### config.mk
export PLATFORM = sky130hd
export DESIGN_NAME = trig_edge_qual
export DESIGN_NICKNAME = d
export VERILOG_FILES = /design/src/rtl/trig_edge_qual.sv
export SDC_FILE = /design/constraint.sdc
export NUM_CORES = 1
export LEC_CHECK = 0
export ABC_AREA = 1
export CAP_MARGIN = 25
export CORE_ASPECT_RATIO = 1.25
export CORE_MARGIN = 4
export CORE_UTILIZATION = 53
export CTS_BUF_LIST = sky130_fd_sc_hd__clkbuf_8 sky130_fd_sc_hd__clkbuf_16
export DETAILED_ROUTE_END_ITERATION = 6
export MAX_ROUTING_LAYER = met4
export PLACE_DENSITY = 0.8
export SLEW_MARGIN = 0
export SYNTH_ARGS = -nofsm -noshare
export SYNTH_HDL_FRONTEND = slang
export SYNTH_SLANG_ARGS = --single-unit
### constraint.sdc
create_clock -name Clock -period 2.05 [get_ports Clock]
set_clock_uncertainty 0.05 [all_clocks]
set_input_delay 0.3075 -clock Clock [delete_from_list [all_inputs] [get_ports Clock]]
set_output_delay 0.3075 -clock Clock [all_outputs]
set_load 0.005 [all_outputs]
### src/rtl/trig_edge_qual.sv
// Purpose : qualify the polarity-selected trigger line into one-cycle trigger pulses (optional glitch filter, arm FSM, holdoff).
// Latency : Sin rise to Trig is 2 edges without the filter, FILT_LEN+2 edges with it.
// Backpr. : none; edges seen while IDLE or HOLDOFF are dropped and never queued.
//
// Optional feature macro: TRIG_GLITCH_FILTER_EN
//   defined   -> Sin passes through a FILT_LEN-deep majority-free glitch filter
//                (level changes only after FILT_LEN identical samples)
//   undefined -> Sin is simply registered once
//
// Ports
//   Clock      sole clock, rising edge
//   Reset      synchronous active-high, clears all state
//   Sin        polarity-corrected trigger level
//   Arm        single-cycle request to leave IDLE
//   Disarm     forces IDLE from any state, wins over Arm
//   Single     1 = single-shot, 0 = continuous re-arm
//   Holdoff    dead time after a trigger in cycles, captured when Trig fires
//   Trig       registered one-cycle trigger pulse
//   Armed      FSM is in ARMED
//   Busy       FSM is in HOLDOFF
//   TrigCount  issued-trigger count, wraps 0xFFFF -> 0x0000

module trig_edge_qual #(
    parameter int FILT_LEN = 4,
    parameter int HOLD_W   = 16
) (
    input  logic              Clock,
    input  logic              Reset,
    input  logic              Sin,
    input  logic              Arm,
    input  logic              Disarm,
    input  logic              Single,
    input  logic [HOLD_W-1:0] Holdoff,
    output logic              Trig,
    output logic              Armed,
    output logic              Busy,
    output logic [15:0]       TrigCount
);

    // Parameter sanity, evaluated at elaboration only.
    if (FILT_LEN < 2 || FILT_LEN > 16) begin : g_bad_filt_len
        $error("trig_edge_qual: FILT_LEN must be in 2..16");
    end
    if (HOLD_W < 1) begin : g_bad_hold_w
        $error("trig_edge_qual: HOLD_W must be at least 1");
    end

    typedef enum logic [1:0] {
        ST_IDLE    = 2'd0,
        ST_ARMED   = 2'd1,
        ST_HOLDOFF = 2'd2
    } state_t;

    state_t            state;
    state_t            state_nxt;
    logic              filt;
    logic              filt_prev;
    logic              edge_det;
    logic              fire;
    logic [HOLD_W-1:0] hold_cnt;
    logic [15:0]       trig_cnt;

    // ------------------------------------------------------------------
    // Level path
    // ------------------------------------------------------------------
`ifdef TRIG_GLITCH_FILTER_EN
    logic [FILT_LEN-1:0] filt_sr;

    // The filtered level only moves when the whole window agrees, so any
    // pulse shorter than FILT_LEN samples leaves filt untouched.
    always_ff @(posedge Clock) begin
        if (Reset) begin
            filt_sr <= '0;
            filt    <= 1'b0;
        end else begin
            filt_sr <= {filt_sr[FILT_LEN-2:0], Sin};
            if (&filt_sr) begin
                filt <= 1'b1;
            end else if (~|filt_sr) begin
                filt <= 1'b0;
            end
        end
    end
`else
    always_ff @(posedge Clock) begin
        if (Reset) begin
            filt <= 1'b0;
        end else begin
            filt <= Sin;
        end
    end
`endif

    always_ff @(posedge Clock) begin
        if (Reset) begin
            filt_prev <= 1'b0;
        end else begin
            filt_prev <= filt;
        end
    end

    // Rising edges only; falling edges are never trigger candidates.
    assign edge_det = filt & ~filt_prev;

    // A trigger is issued only from ARMED, and Disarm suppresses it so the
    // FSM and the pulse never disagree about the outcome of that cycle.
    assign fire = (state == ST_ARMED) && edge_det && !Disarm;

    // ------------------------------------------------------------------
    // Arm FSM: state register
    // ------------------------------------------------------------------
    always_ff @(posedge Clock) begin
        if (Reset) begin
            state <= ST_IDLE;
        end else begin
            state <= state_nxt;
        end
    end

    // ------------------------------------------------------------------
    // Arm FSM: next-state logic
    // ------------------------------------------------------------------
    always_comb begin
        state_nxt = state;
        if (Disarm) begin
            state_nxt = ST_IDLE;
        end else begin
            case (state)
                ST_IDLE: begin
                    if (Arm) begin
                        state_nxt = ST_ARMED;
                    end
                end
                ST_ARMED: begin
                    if (edge_det) begin
                        if (Holdoff != '0) begin
                            state_nxt = ST_HOLDOFF;
                        end else if (Single) begin
                            state_nxt = ST_IDLE;
                        end
                    end
                end
                ST_HOLDOFF: begin
                    // Leave on the last dead cycle; the <= guard also
                    // recovers from a counter that is somehow already zero.
                    if (hold_cnt <= HOLD_W'(1)) begin
                        state_nxt = Single ? ST_IDLE : ST_ARMED;
                    end
                end
                default: begin
                    state_nxt = ST_IDLE;
                end
            endcase
        end
    end

    // ------------------------------------------------------------------
    // Arm FSM: outputs decoded from state
    // ------------------------------------------------------------------
    always_comb begin
        Armed = 1'b0;
        Busy  = 1'b0;
        case (state)
            ST_ARMED:   Armed = 1'b1;
            ST_HOLDOFF: Busy  = 1'b1;
            default: begin
                Armed = 1'b0;
                Busy  = 1'b0;
            end
        endcase
    end

    // ------------------------------------------------------------------
    // Holdoff counter: loaded with Holdoff on the trigger edge, so the
    // FSM spends exactly Holdoff cycles in HOLDOFF (values N..1).
    // ------------------------------------------------------------------
    always_ff @(posedge Clock) begin
        if (Reset) begin
            hold_cnt <= '0;
        end else if (Disarm) begin
            hold_cnt <= '0;
        end else if (fire) begin
            hold_cnt <= Holdoff;
        end else if (state == ST_HOLDOFF && hold_cnt != '0) begin
            hold_cnt <= hold_cnt - HOLD_W'(1);
        end
    end

    // ------------------------------------------------------------------
    // Trigger pulse and count. Trig is registered, so a pulse already
    // issued finishes its cycle even if Disarm arrives right after.
    // ------------------------------------------------------------------
    always_ff @(posedge Clock) begin
        if (Reset) begin
            Trig     <= 1'b0;
            trig_cnt <= '0;
        end else begin
            Trig <= fire;
            if (fire) begin
                trig_cnt <= trig_cnt + 16'd1;
            end
        end
    end

    assign TrigCount = trig_cnt;

endmodule

---- Yosys cells after proc, flatten, opt, wreduce, memory -nomap -nowiden ----
Index checks and enable logic that the tools add are counted.
storage, ports and cells
  flip-flop bits (word level) ............. 37
  input port bits ......................... 22
  word-level logic and storage cells ...... 38
cells by class
  add/subtract/negate cells ............... 2
  $lt $le $gt $ge ......................... 1
  eq/ne operators ......................... 6
  multiplexer cells ....................... 11
  bitwise logic cells ..................... 2
  reduce and logical (&&, ||, !) cells .... 10
operators by type and width
  cell                                                    count
  2-to-1 mux 16 bit                                       2
  nonzero test 16 bit                                     2
  adder 16 x 1 -> 16 bit (second input constant)          1
  <= comparator 16 x 1 -> 1 bit (second input constant)   1
  subtractor 16 x 1 -> 16 bit (second input constant)     1
  2-to-1 mux 2 bit                                        5
  inequality test 2 bit (second input constant)           3
  one-hot mux 2 bit (3 select lines)                      1
  AND reduction 4 bit                                     1
  logical AND 1 bit                                       3
  2-to-1 mux 1 bit                                        3
  inequality test 3 x 2 -> 1 bit (second input constant)  1
  equality test 2 x 1 -> 1 bit (second input constant)    1
  equality test 2 bit (second input constant)             1
  zero test 2 bit                                         1
  nonzero test 2 bit                                      1
  OR reduction 2 bit                                      1
  AND 1 bit                                               1
  zero test 1 bit                                         1
  inverter 1 bit                                          1

---- Longest topological paths before layout ----
Gate-level depths: netlist (run 1).
  word-level depth ........................ 5
  mapped depth ............................ 11

---- Worst setup path before layout (run 1) ----
OpenSTA, ideal clock, no wires.
  path kind ............................... reg2reg
  start ................................... register filt
  end ..................................... register trig_cnt[13] (netlist: TrigCount[13])
  library setup time ...................... 0.119 ns
  arrival time ............................ 1.271 ns
  required time ........................... 1.881 ns
  slack ................................... 0.610 ns
  stages on the path, launching flop included .. 8
  path buffers ............................ 0
  period minus slack after synthesis ...... 1.440 ns
  path through ............................ dfxtp_1 -> inv_1 -> nor2_1 -> nand3b_2 -> nor2_1 -> nand3_1 -> o21ai_0 -> a21oi_1
on the way
  word-level cells in the longest chain between the ends .. 3
ends and longest elaborated chain
  item                            line  RTL
  start: declaration              56    logic filt;
  start signal: assignment        89    filt <= Sin;
  AND 1 bit                       103   assign edge_det = filt & ~filt_prev;
  logical AND 1 bit (2 in a row)  107   assign fire = (state == ST_ARMED) && edge_det && !Disarm;
  end signal: assignment          200   trig_cnt <= trig_cnt + 16'd1;
  end: declaration                61    logic [15:0] trig_cnt;
Every way passes these cells.
A chain may end at the register's enable or synchronous reset.

---- Worst setup path in the final report (run 1) ----
  start ................................... register state[1]
  end ..................................... output Busy
on the way
  word-level cells in the longest chain between the ends .. 2
ends and longest elaborated chain
  item                      line  RTL
  start: declaration        54    state_t state;
  start signal: assignment  116   state <= state_nxt;
  equality test 2 bit       163   case (state)
  2-to-1 mux 1 bit          163
  end: declaration          36    output logic Busy,
Every way passes these cells.

==> results of run 1 <==
-- synth_stat cells, drive strengths merged --
cell type / number
nor2: 89
dfxtp: 37
inv: 40
ha: 4
o21bai: 2
o21ai: 21
nor3: 12
nand2: 93
nand3b: 3
o21a: 1
xnor2: 3
a21boi: 1
buf: 2
nand3: 28
xor2: 4
nor3b: 1
clkbuf: 5
and3: 1
nand4: 6
a21oi: 17
-- metal layers --
layer  track usage  up-vias  routed length (um)
met1         0.266     1128                2380
met4        0.0854        0                 121
met2         0.452       56                3160
met3        0.0415       18                 200
met5             -        -                   0
li1              -     1261                   -
-- worst max-delay path by stage --
stage / end / slack, ps / depth (start not counted)
after floorplan: TrigCount[13] / 610 / 7
after global placement: hold_cnt[10] / 290 / 6
after detailed placement: hold_cnt[10] / 280 / 6
after CTS: Busy / 140 / 3
after global routing: Busy / 70 / 3
final: Busy / 150 / 3
-- registers in the layout, summed over array words and instances, names as in the netlist --
| register | count |
|---|---|
| filt_prev | 1 |
| TrigCount | 16 |
| hold_cnt | 16 |
| Trig | 1 |
| filt | 1 |
| state | 2 |
-- power by group --
group          internal [W]  leakage, nW  switching (W)
combinational     0.0000697        0.926      0.0000736
sequential         0.000724        0.299     0.00000511
clock              0.000262       0.0485       0.000242
-- worst register-to-register path: cells and delay by family (launching register included) --
family | cells | cell delay [ps]
AND/OR/NAND/NOR | 7 | 1090
AO/OA/AOI/OAI | 1 | 160
flip-flops | 1 | 340
-- final cells by class --
| type | instances | area [um2] | area share |
|---|---|---|---|
| clock inverters | 1 | 3.75 | 0.00132 |
| well taps | 56 | 70.1 | 0.0247 |
| repair buffers | 45 | 438 | 0.154 |
| inverters | 40 | 150 | 0.0528 |
| multi-input cells | 286 | 1360 | 0.477 |
| flip-flops and latches | 37 | 741 | 0.261 |
| clock buffers | 6 | 82.6 | 0.0291 |
-- metrics by stage --
stage	cell area, um2	utilization	total power [W]	worst slack [ps]
floorplan	2280	-	0.000816	610
global placement	2760	0.667	0.000886	295
detailed placement	2760	0.667	0.000887	283
CTS	2840	0.688	0.00139	142
global route	2840	0.688	0.00144	68.6
finish	2840	0.688	0.00138	152
-- cell families after synthesis --
group | Yosys count | synth area share
and+or+nand+nor | 233 | 0.449
AOI/OAI and AO/OA | 42 | 0.0964
buffers and inverters | 47 | 0.0821
xor gates and xnor gates | 7 | 0.0268
DFF | 37 | 0.324
adders and majority gates | 4 | 0.0219
==> impl_metrics.env, run 1 <==
export IMPL_outcome="complete, no violations"
export IMPL_r2r_end="hold_cnt[10]"
export IMPL_synth_fp_nets=396
export IMPL_hp_class="register to register"
export IMPL_drt_drc_violations_left=0
export IMPL_die_w_um=66.7
export IMPL_cts_sinks=37
export IMPL_reg2reg_depth=8
export IMPL_crit_required_ps=1690
export IMPL_fin_setup_tns_ps=0
export IMPL_antenna_found_initial=0
export IMPL_critPathMaxStageDelay_ps=540
export IMPL_crit_type="register to output pin"
export IMPL_drt_initial_drc_count=175
export IMPL_cts_tree="done"
export IMPL_portBuffers=40
export IMPL_dpl_cell_count=464
export IMPL_hold_worst_slack_ps=381
export IMPL_drive_gt1_frac=0.0506
export IMPL_rows=26
export IMPL_dr_pass1_iters=4
export IMPL_rsz0062_at_grt="no"
export IMPL_min_delay_start="filt"
export IMPL_routed_wl_um=5850
export IMPL_post_cts_resize_count=0
export IMPL_gp_congestion=0.940
export IMPL_hold_depth=2
export IMPL_path_delay_family="buffers and inverters"
export IMPL_slew_headroom=0.704
export IMPL_initial_utilization=0.553
export IMPL_cp_max_fo=5
export IMPL_netlist_top_cells_area="dfxtp_1 32%, nand2_1 15%, nor2_1 14%"
export IMPL_insertion_delay_ps=290
export IMPL_wire_per_inst_um=12.4
export IMPL_final_common_cell="nand2_1"
export IMPL_cts_buffers=5
export IMPL_vdd_drop_max_mv=0.382
export IMPL_power_leakage_nw=1.27
export IMPL_synth_cell_type_count=28
export IMPL_synthToLayoutAreaGrowth_pct=24.4
export IMPL_period_needed_ps=1900
export IMPL_ys_seq_elements=37
export IMPL_drv_cap=0
export IMPL_final_nets=441
export IMPL_clockBufferDepth=2
export IMPL_grt_max_degree=28
export IMPL_worstMarginPinSlew_ps=444
export IMPL_dieArea_um2=5430
export IMPL_hpwl_um=4390
export IMPL_syn_avg_cell_area_um2=6.17
export IMPL_clk_pin_slew_ps=60
export IMPL_cp_startpoint="state[1]"
export IMPL_yosysTopAreaCell="dfxtp_1"
export IMPL_min_period_over_period=0.926
export IMPL_ctsHtreeMaxLevel=2
export IMPL_grtUsageTotal=0.248
export IMPL_top_level_ports=41
export IMPL_cts_setup_buffers=0
export IMPL_grt_overflow_total=0
export IMPL_maxSlewViolCount=0
export IMPL_synthCells=370
export IMPL_critPathSlowestCell="clkdlybuf4s50_1"
export IMPL_grt_pass1_wl_um=10200
export IMPL_die_h_um=81.4
export IMPL_crit_buf_inv=2
export IMPL_fmax_mhz=527
export IMPL_cp_cell_sequence="inv_1, nor2_4, clkdlybuf4s50_1"
export IMPL_setup_viol=0
export IMPL_r2r_start="hold_cnt[4]"
export IMPL_final_cell_count_no_fill=471
export IMPL_critPathLaunchType="register"
export IMPL_r2r_slack_ps=310
export IMPL_cts_root_buf="clkbuf_8"
export IMPL_synth_area_um2=2280
export IMPL_core_um2=4130
export IMPL_crit_arrival_ps=1540
export IMPL_hold_viol_final=0
export IMPL_fillers=402
export IMPL_routed_via_density=5.23
export IMPL_vias=2463
export IMPL_endpoint_kind="output pin"
export IMPL_antenna_cells=0
export IMPL_seq_area_frac_synth=0.324
export IMPL_grt_pass1_vias=2397
export IMPL_synth_warnings=0
export IMPL_hold_buffers=0
export IMPL_powerDensity_nw_per_um2=484
export IMPL_synth_top_area_share=0.324
export IMPL_whs_endpoint="filt_prev"
export IMPL_antenna_left=0
export IMPL_final_cell_mix="89 x nand2_1, 85 x nor2_1, 40 x inv_1, 40 x clkdlybuf4s50_1, 37 x dfxtp_1"
No activity file was read; power rests on OpenSTA's default activity.
==> run 2, diff against run 1 <==
Settings changed: RECOVER_POWER set to 50.
==> run 2 against run 1 <==
  * Critical path depth is the same
  * Combinational power is essentially flat
  * First-iteration DRC count decreased by 6.3%
  * Clock power hardly changed
  * Non-clock buffer count did not move
  * Cell count stayed put
  * Power hardly changed
  * Largest power group unchanged
  * Highest routed layer unchanged
==> impl_metrics.env, run 2 (synthesis results as in run 1) <==
export IMPL_outcome="complete, no violations"
export IMPL_ctsHtreeMaxLevel=2
export IMPL_routed_via_density=5.22
export IMPL_grt_overflow_total=0
export IMPL_place_area_um2=2760
export IMPL_pre_cts_ws_ps=283
export IMPL_grt_pass1_vias=2397
export IMPL_powerDensity_nw_per_um2=486
export IMPL_vdd_drop_max_mv=0.384
export IMPL_fin_util=0.684
export IMPL_initial_utilization=0.553
export IMPL_worstMarginPinSlew_ps=562
export IMPL_post_cts_resize_count=0
export IMPL_period_needed_ps=1900
export IMPL_drv_cap=0
export IMPL_wire_per_inst_um=12.4
export IMPL_antenna_found_initial=0
export IMPL_min_period_over_period=0.926
export IMPL_hold_viol_final=0
export IMPL_vias=2458
export IMPL_antenna_cells=0
export IMPL_cts_tree="done"
export IMPL_hold_buffers=0
export IMPL_drt_drc_violations_left=0
export IMPL_synthToLayoutAreaGrowth_pct=23.8
export IMPL_endpoint_kind="output pin"
export IMPL_crit_type="register to output pin"
export IMPL_cp_max_fo=5
export IMPL_final_cell_mix="90 x nand2_1, 85 x nor2_1, 40 x inv_1"
export IMPL_core_um2=4130
export IMPL_dr_pass1_iters=4
export IMPL_fin_setup_tns_ps=0
export IMPL_antenna_left=0
export IMPL_slew_headroom=0.625
export IMPL_cts_sinks=37
export IMPL_grt_pass1_wl_um=10200
export IMPL_layout_setup_ws_ps=152
export IMPL_critPathLaunchType="register"
export IMPL_clk_pin_slew_ps=70
export IMPL_final_cell_area_um2=2830
export IMPL_rsz0062_at_grt="no"
export IMPL_final_common_cell="nand2_1"
export IMPL_maxSlewViolCount=0
export IMPL_cts_setup_buffers=0
export IMPL_dieArea_um2=5430
export IMPL_portBuffers=40
export IMPL_hp_class="register to register"
export IMPL_clockBufferDepth=2
export IMPL_insertion_delay_ps=290
export IMPL_path_delay_family="buffers and inverters"
export IMPL_crit_required_ps=1690
export IMPL_drt_initial_drc_count=164
export IMPL_setup_viol=0
export IMPL_rows=26
export IMPL_crit_arrival_ps=1540
export IMPL_cts_buffers=5
export IMPL_fmax_mhz=527
export IMPL_critPathMaxStageDelay_ps=540
export IMPL_cts_root_buf="clkbuf_8"
export IMPL_hpwl_um=4390
export IMPL_grtUsageTotal=0.248
export IMPL_critPathSlowestCell="clkdlybuf4s50_1"
export IMPL_grt_max_degree=28
export IMPL_gp_congestion=0.940
export IMPL_top_level_ports=41
export IMPL_die_h_um=81.4
export IMPL_crit_buf_inv=2
export IMPL_routed_wl_um=5850
export IMPL_final_nets=441
export IMPL_drive_gt1_frac=0.0458
export IMPL_die_w_um=66.7
export IMPL_power_leakage_nw=1.30
export IMPL_cp_cell_sequence="inv_1, nor2_4, clkdlybuf4s50_1"
## run 2: area by class of cell
class	instances	area (um2)
fill	406	1300
clock inverter	1	3.75
timing repair buffer	45	432
clock buffer	6	82.6
multi-input combinational	286	1350
sequential	37	741
tap	56	70.1
inverter	40	150
## run 2: through the flow
step / hold WS [ps] / power, W / std cells
detailed placement: 375 / 0.000887 / 464
global placement: 368 / 0.000886 / 464
finish: 381 / 0.00138 / 471
global route: 418 / 0.00144 / 471
CTS: 386 / 0.00139 / 471
floorplan: 361 / 0.000816 / 370
## run 2: worst paths after layout
kind	from	to	slack, ps	cells after the start
min	filt	filt_prev	380	2
min reg2reg	filt	filt_prev	380	2
max	state[1]	Busy	150	3
max reg2reg	filt	hold_cnt[1]	230	7
## run 2: tightest hold or removal path, cell delays in order (launching register included)
cell and delay (ps):
dfxtp_1 300, inv_1 60, nor2_1 40
## run 2: per-layer routing
layer | part of all wire | GRT usage | wire (um)
met5 | 0 | - | 0
met4 | 0.019 | 0.0854 | 109
met3 | 0.037 | 0.0415 | 215
met2 | 0.54 | 0.452 | 3140
met1 | 0.41 | 0.266 | 2390
## run 2: report_power, final
group / switching, W / internal (W) / total (W)
clock network: 0.000243 / 0.000262 / 0.000505
logic: 0.0000732 / 0.0000679 / 0.000141
registers: 0.00000509 / 0.000724 / 0.000729
total: 0.000322 / 0.00105 / 0.00138
==> run 3, diff against run 2 <==
Settings changed: GPL_ROUTABILITY_DRIVEN set to 1.
==> results of run 3 <==
The final DEF is identical to that of run 2; final timing and power are the same.
==> RTL change 1 (flow settings as in run 2) <==
Re-encode `state_t` (3 states) as one-hot, 3 bits wide.
--- a/src/rtl/trig_edge_qual.sv
+++ b/src/rtl/trig_edge_qual.sv
@@ -45,10 +45,10 @@
         $error("trig_edge_qual: HOLD_W must be at least 1");
     end
 
-    typedef enum logic [1:0] {
-        ST_IDLE    = 2'd0,
-        ST_ARMED   = 2'd1,
-        ST_HOLDOFF = 2'd2
+    typedef enum logic [2:0] {
+        ST_IDLE    = 3'b001,
+        ST_ARMED   = 3'b010,
+        ST_HOLDOFF = 3'b100
     } state_t;
 
     state_t            state;
Function: same outputs for any inputs over 10 cycles, from zero or initial values and one cycle with Reset high; not proved beyond that.
==> RTL change 1 against run 2 <==
  * Core utilization up 0.91 points
  * Area after synthesis up 0.82%
  * Worst setup slack worse by 0.043 ns
  * Fmax down 2.2%
  * Clock power up 9.1%
  * Combinational power down 25%
  * First-iteration DRC count up 3.0%
  * Sequential cell count up 1
  * Die area up 0.73%
  * Power up 2.1%
  * Final area up 1.3%
  * Routed wire length up 0.26%
  * Non-clock buffer count up 1
==> RTL change 1: results <==
set metrics [dict create \
    reg2reg_depth 9 \
    stdcell_area_um2 2870 \
    ir_worst_vdd_mv 0.361 \
    grt_use_total_pct 23.7 \
    grt_pass1_vias 2264 \
    worst_ep_arrival_time_ns 1.58 \
    dp_cells 459 \
    stdcell_count 467 \
    pwr-share-seq_pct 53.2 \
    slowest_delay_ns 0.57 \
    ys_types 31 \
    drtIter0Drc 169 \
    vias_per_cell 5.07 \
    syn_inst 365 \
    globalplace.congestion 0.998 \
    grt_max_degree 22 \
    power_switching_uw 336 \
    dp_slack_ns 0.158 \
    r2r-start "hold_cnt[0]$_SDFFE_PP0P_" \
    fin_nets 436 \
    p_int_mw 1.07 \
    synth_top_cells_by_count "94 x nand2_1, 58 x nor2_1, 48 x inv_1" \
    power_frac_clock_pct 39.3 \
    holdWs_ns 0.390 \
    status "completed" \
    placedInstanceArea_um2 2770 \
    grt_first_pass_wirelength_um 9800 \
    syn-num-nets 391 \
    ys_seq_area_share_pct 33.0 \
    synth_area_leaders "dfxtp_1 33%, nand2_1 15%, nor2_1 9.5%" \
    reg2reg_slack_ns 0.37 \
    dp_hpwl_um 4460 \
]
## RTL change 1: cell types whose count changed in the layout (fill, tap and decap cells not counted), moves of 3 or more
cell             change
a21boi_0             +3
a21oi_1              +6
clkdlybuf4s50_1      -3
dlygate4sd3_1        +3
inv_1                +8
nand2_1              +4
nand3_1              +8
nor2_1              -27
nor3_1               -7
o21ai_0              -4
xor2_1               +6
## RTL change 1: kinds of logic after synthesis
logic type,after synthesis,synth area share [%]
fa+ha+maj,4,2.17
flops,38,33.0
compound gates,45,10.4
xor+xnor,11,4.18
simple gates,210,40.2
buf+inv,57,9.99
## RTL change 1: worst max-delay path by stage
stage,endpoint,cells after the start
6_report,Armed,2
3_5_place_dp,hold_cnt[4]$_SDFFE_PP0P_,8
3_3_place_gp,hold_cnt[5]$_SDFFE_PP0P_,8
4_1_cts,Armed,2
2_1_floorplan,hold_cnt[10]$_SDFFE_PP0P_,9
5_1_grt,Armed,2
## RTL change 1: cell type report
| cell class | count | share of cell area [%] |
|---|---|---|
| tap | 56 | 2.45 |
| inverter | 49 | 6.46 |
| multi-input combinational | 270 | 45.8 |
| timing repair buffer | 46 | 15.4 |
| clock inverter | 2 | 0.437 |
| clock buffer | 6 | 2.88 |
| sequential | 38 | 26.6 |
## RTL change 1: metal layers
layer / up-vias / track usage (%) / share of wire (%)
met1: 1060 / 26.9 / 43
met4: 0 / 10.3 / 2.1
met2: 51 / 41.3 / 50
met3: 13 / 3.42 / 4.2
li1: 1243 / - / -
met5: - / - / 0
## RTL change 1: critical path, delay by kind of cell (launching register included)
kind / cells / cell delay [ns]
flip-flops: 1 / 0.35
AND/OR/NAND/NOR: 1 / 0.37
buffers and inverters: 1 / 0.57
==> RTL change 2 (config.mk and constraints of run 2) <==
Without the edit above. Build with the macro `TRIG_GLITCH_FILTER_EN` defined.
--- a/src/rtl/trig_edge_qual.sv
+++ b/src/rtl/trig_edge_qual.sv
@@ -20,6 +20,8 @@
 //   Busy       FSM is in HOLDOFF
 //   TrigCount  issued-trigger count, wraps 0xFFFF -> 0x0000
 
+`define TRIG_GLITCH_FILTER_EN
+
 module trig_edge_qual #(
     parameter int FILT_LEN = 4,
     parameter int HOLD_W   = 16
Formal check against the unedited RTL: not equivalent (Yosys sat finds a counterexample within 4 cycles, from zero or initial values and one cycle with Reset high).
==> RTL change 2 against run 2 <==
  * Register-to-register slack improved by 0.09 ns
  * Sequential cell count is 4 higher
  * Routed wire length increased by 1.4%
  * Core utilization shrank 0.87 points
  * Sequential power rose by 10%
  * Worst setup slack got worse by 0.041 ns
  * Critical path depth unchanged
  * Synthesized cell count is 7.6% higher
  * Count of clock-buffer cells in the layout unchanged
  * Final area increased by 5.8%
  * Power rose by 5.5%
  * Area after synthesis increased by 7.3%
==> RTL change 2: results <==
set metrics [dict create \
    dp_hpwl_um 4470 \
    grt_util_met1_pct 25.9 \
    fill_cells 443 \
    wl_met1_um 2540 \
    numPortBuffers 40 \
    dp_slack_ns 0.267 \
    synth_area_leaders "dfxtp_1 33%, nand2_1 16%, nor2_1 12%" \
    yosys.area_share.xor_xnor_pct 1.79 \
    holdWs_ns 0.394 \
    avgSynthCellArea_um2 6.16 \
    grt_first_pass_wirelength_um 10400 \
    power.leakage_nw 1.34 \
    synth-compound-area-share_pct 7.61 \
    synth_ff_type "dfxtp_1" \
    drtIter0Drc 223 \
    worstMarginPinSlew_ns 0.663 \
    crit_family "buffers and inverters" \
    wl_met3_um 206 \
    ys_seq_area_share_pct 33.5 \
    status "completed" \
    fin_nets 468 \
    whs_endpoint "filt_prev$_SDFF_PP0_" \
    hold_path.class "register to register" \
    syn-num-nets 424 \
    grt_max_degree 21 \
    placedInstanceArea_um2 2910 \
    drive_gt1_share_pct 5.66 \
    met2_length_um 3030 \
    critPathCapture "Busy" \
    ys_types 33 \
    vias_per_cell 5.15 \
    grt_use_total_pct 23.7 \
    async_reset_ff_share_pct 0 \
    dp_cells 493 \
    wl_per_cell_um 11.9 \
    met3_usage_pct 4.85 \
    synth_fa_ha_area_share_pct 2.04 \
    antenna_found_initial 0 \
    grt_use_met2_pct 40.3 \
    synth_top_cells_by_count "103 x nand2_1, 81 x nor2_1, 52 x inv_1" \
    max_clock_freq_ghz 0.516 \
    reg2reg_slack_ns 0.32 \
    grt_pass1_vias 2480 \
    min-delay-start "filt$_SDFFE_PP0P_" \
    worst_ep_arrival_time_ns 1.58 \
    globalplace.congestion 0.926 \
    r2r_end "TrigCount[12]$_SDFFE_PP0P_" \
    ir_worst_vdd_mv 0.465 \
    cts_setup_buffers 0 \
    stdcell_count 500 \
    r2r-start "TrigCount[1]$_SDFFE_PP0P_" \
]
-- RTL change 2: cell types whose count changed after synthesis, moves of 2 or more --
cell,delta
nor3_1,-4
nand2_1,+14
a21oi_1,-2
nor2_4,-2
nor3_2,+4
dfxtp_1,+4
nand2_4,-2
nand3_1,+7
nor2_2,+2
xnor2_1,-2
nand4_1,-2
o21bai_1,-2
nor2_1,-4
inv_1,+13
-- RTL change 2: layout make-up --
| cell class | count | area [um2] | area share (%) |
|---|---|---|---|
| Clock buffer | 6 | 82.6 | 2.76 |
| Clock inverter | 1 | 7.51 | 0.251 |
| Inverter | 55 | 208 | 6.95 |
| Multi-Input combinational cell | 295 | 1380 | 46.0 |
| Sequential cell | 41 | 821 | 27.4 |
| Tap cell | 58 | 72.6 | 2.43 |
| Timing Repair Buffer | 44 | 423 | 14.1 |
-- RTL change 2: report_power, final --
part           internal [mW]  switching (mW)
clock                  0.266           0.291
sequential             0.799         0.00348
combinational         0.0503          0.0404
total                   1.12           0.335
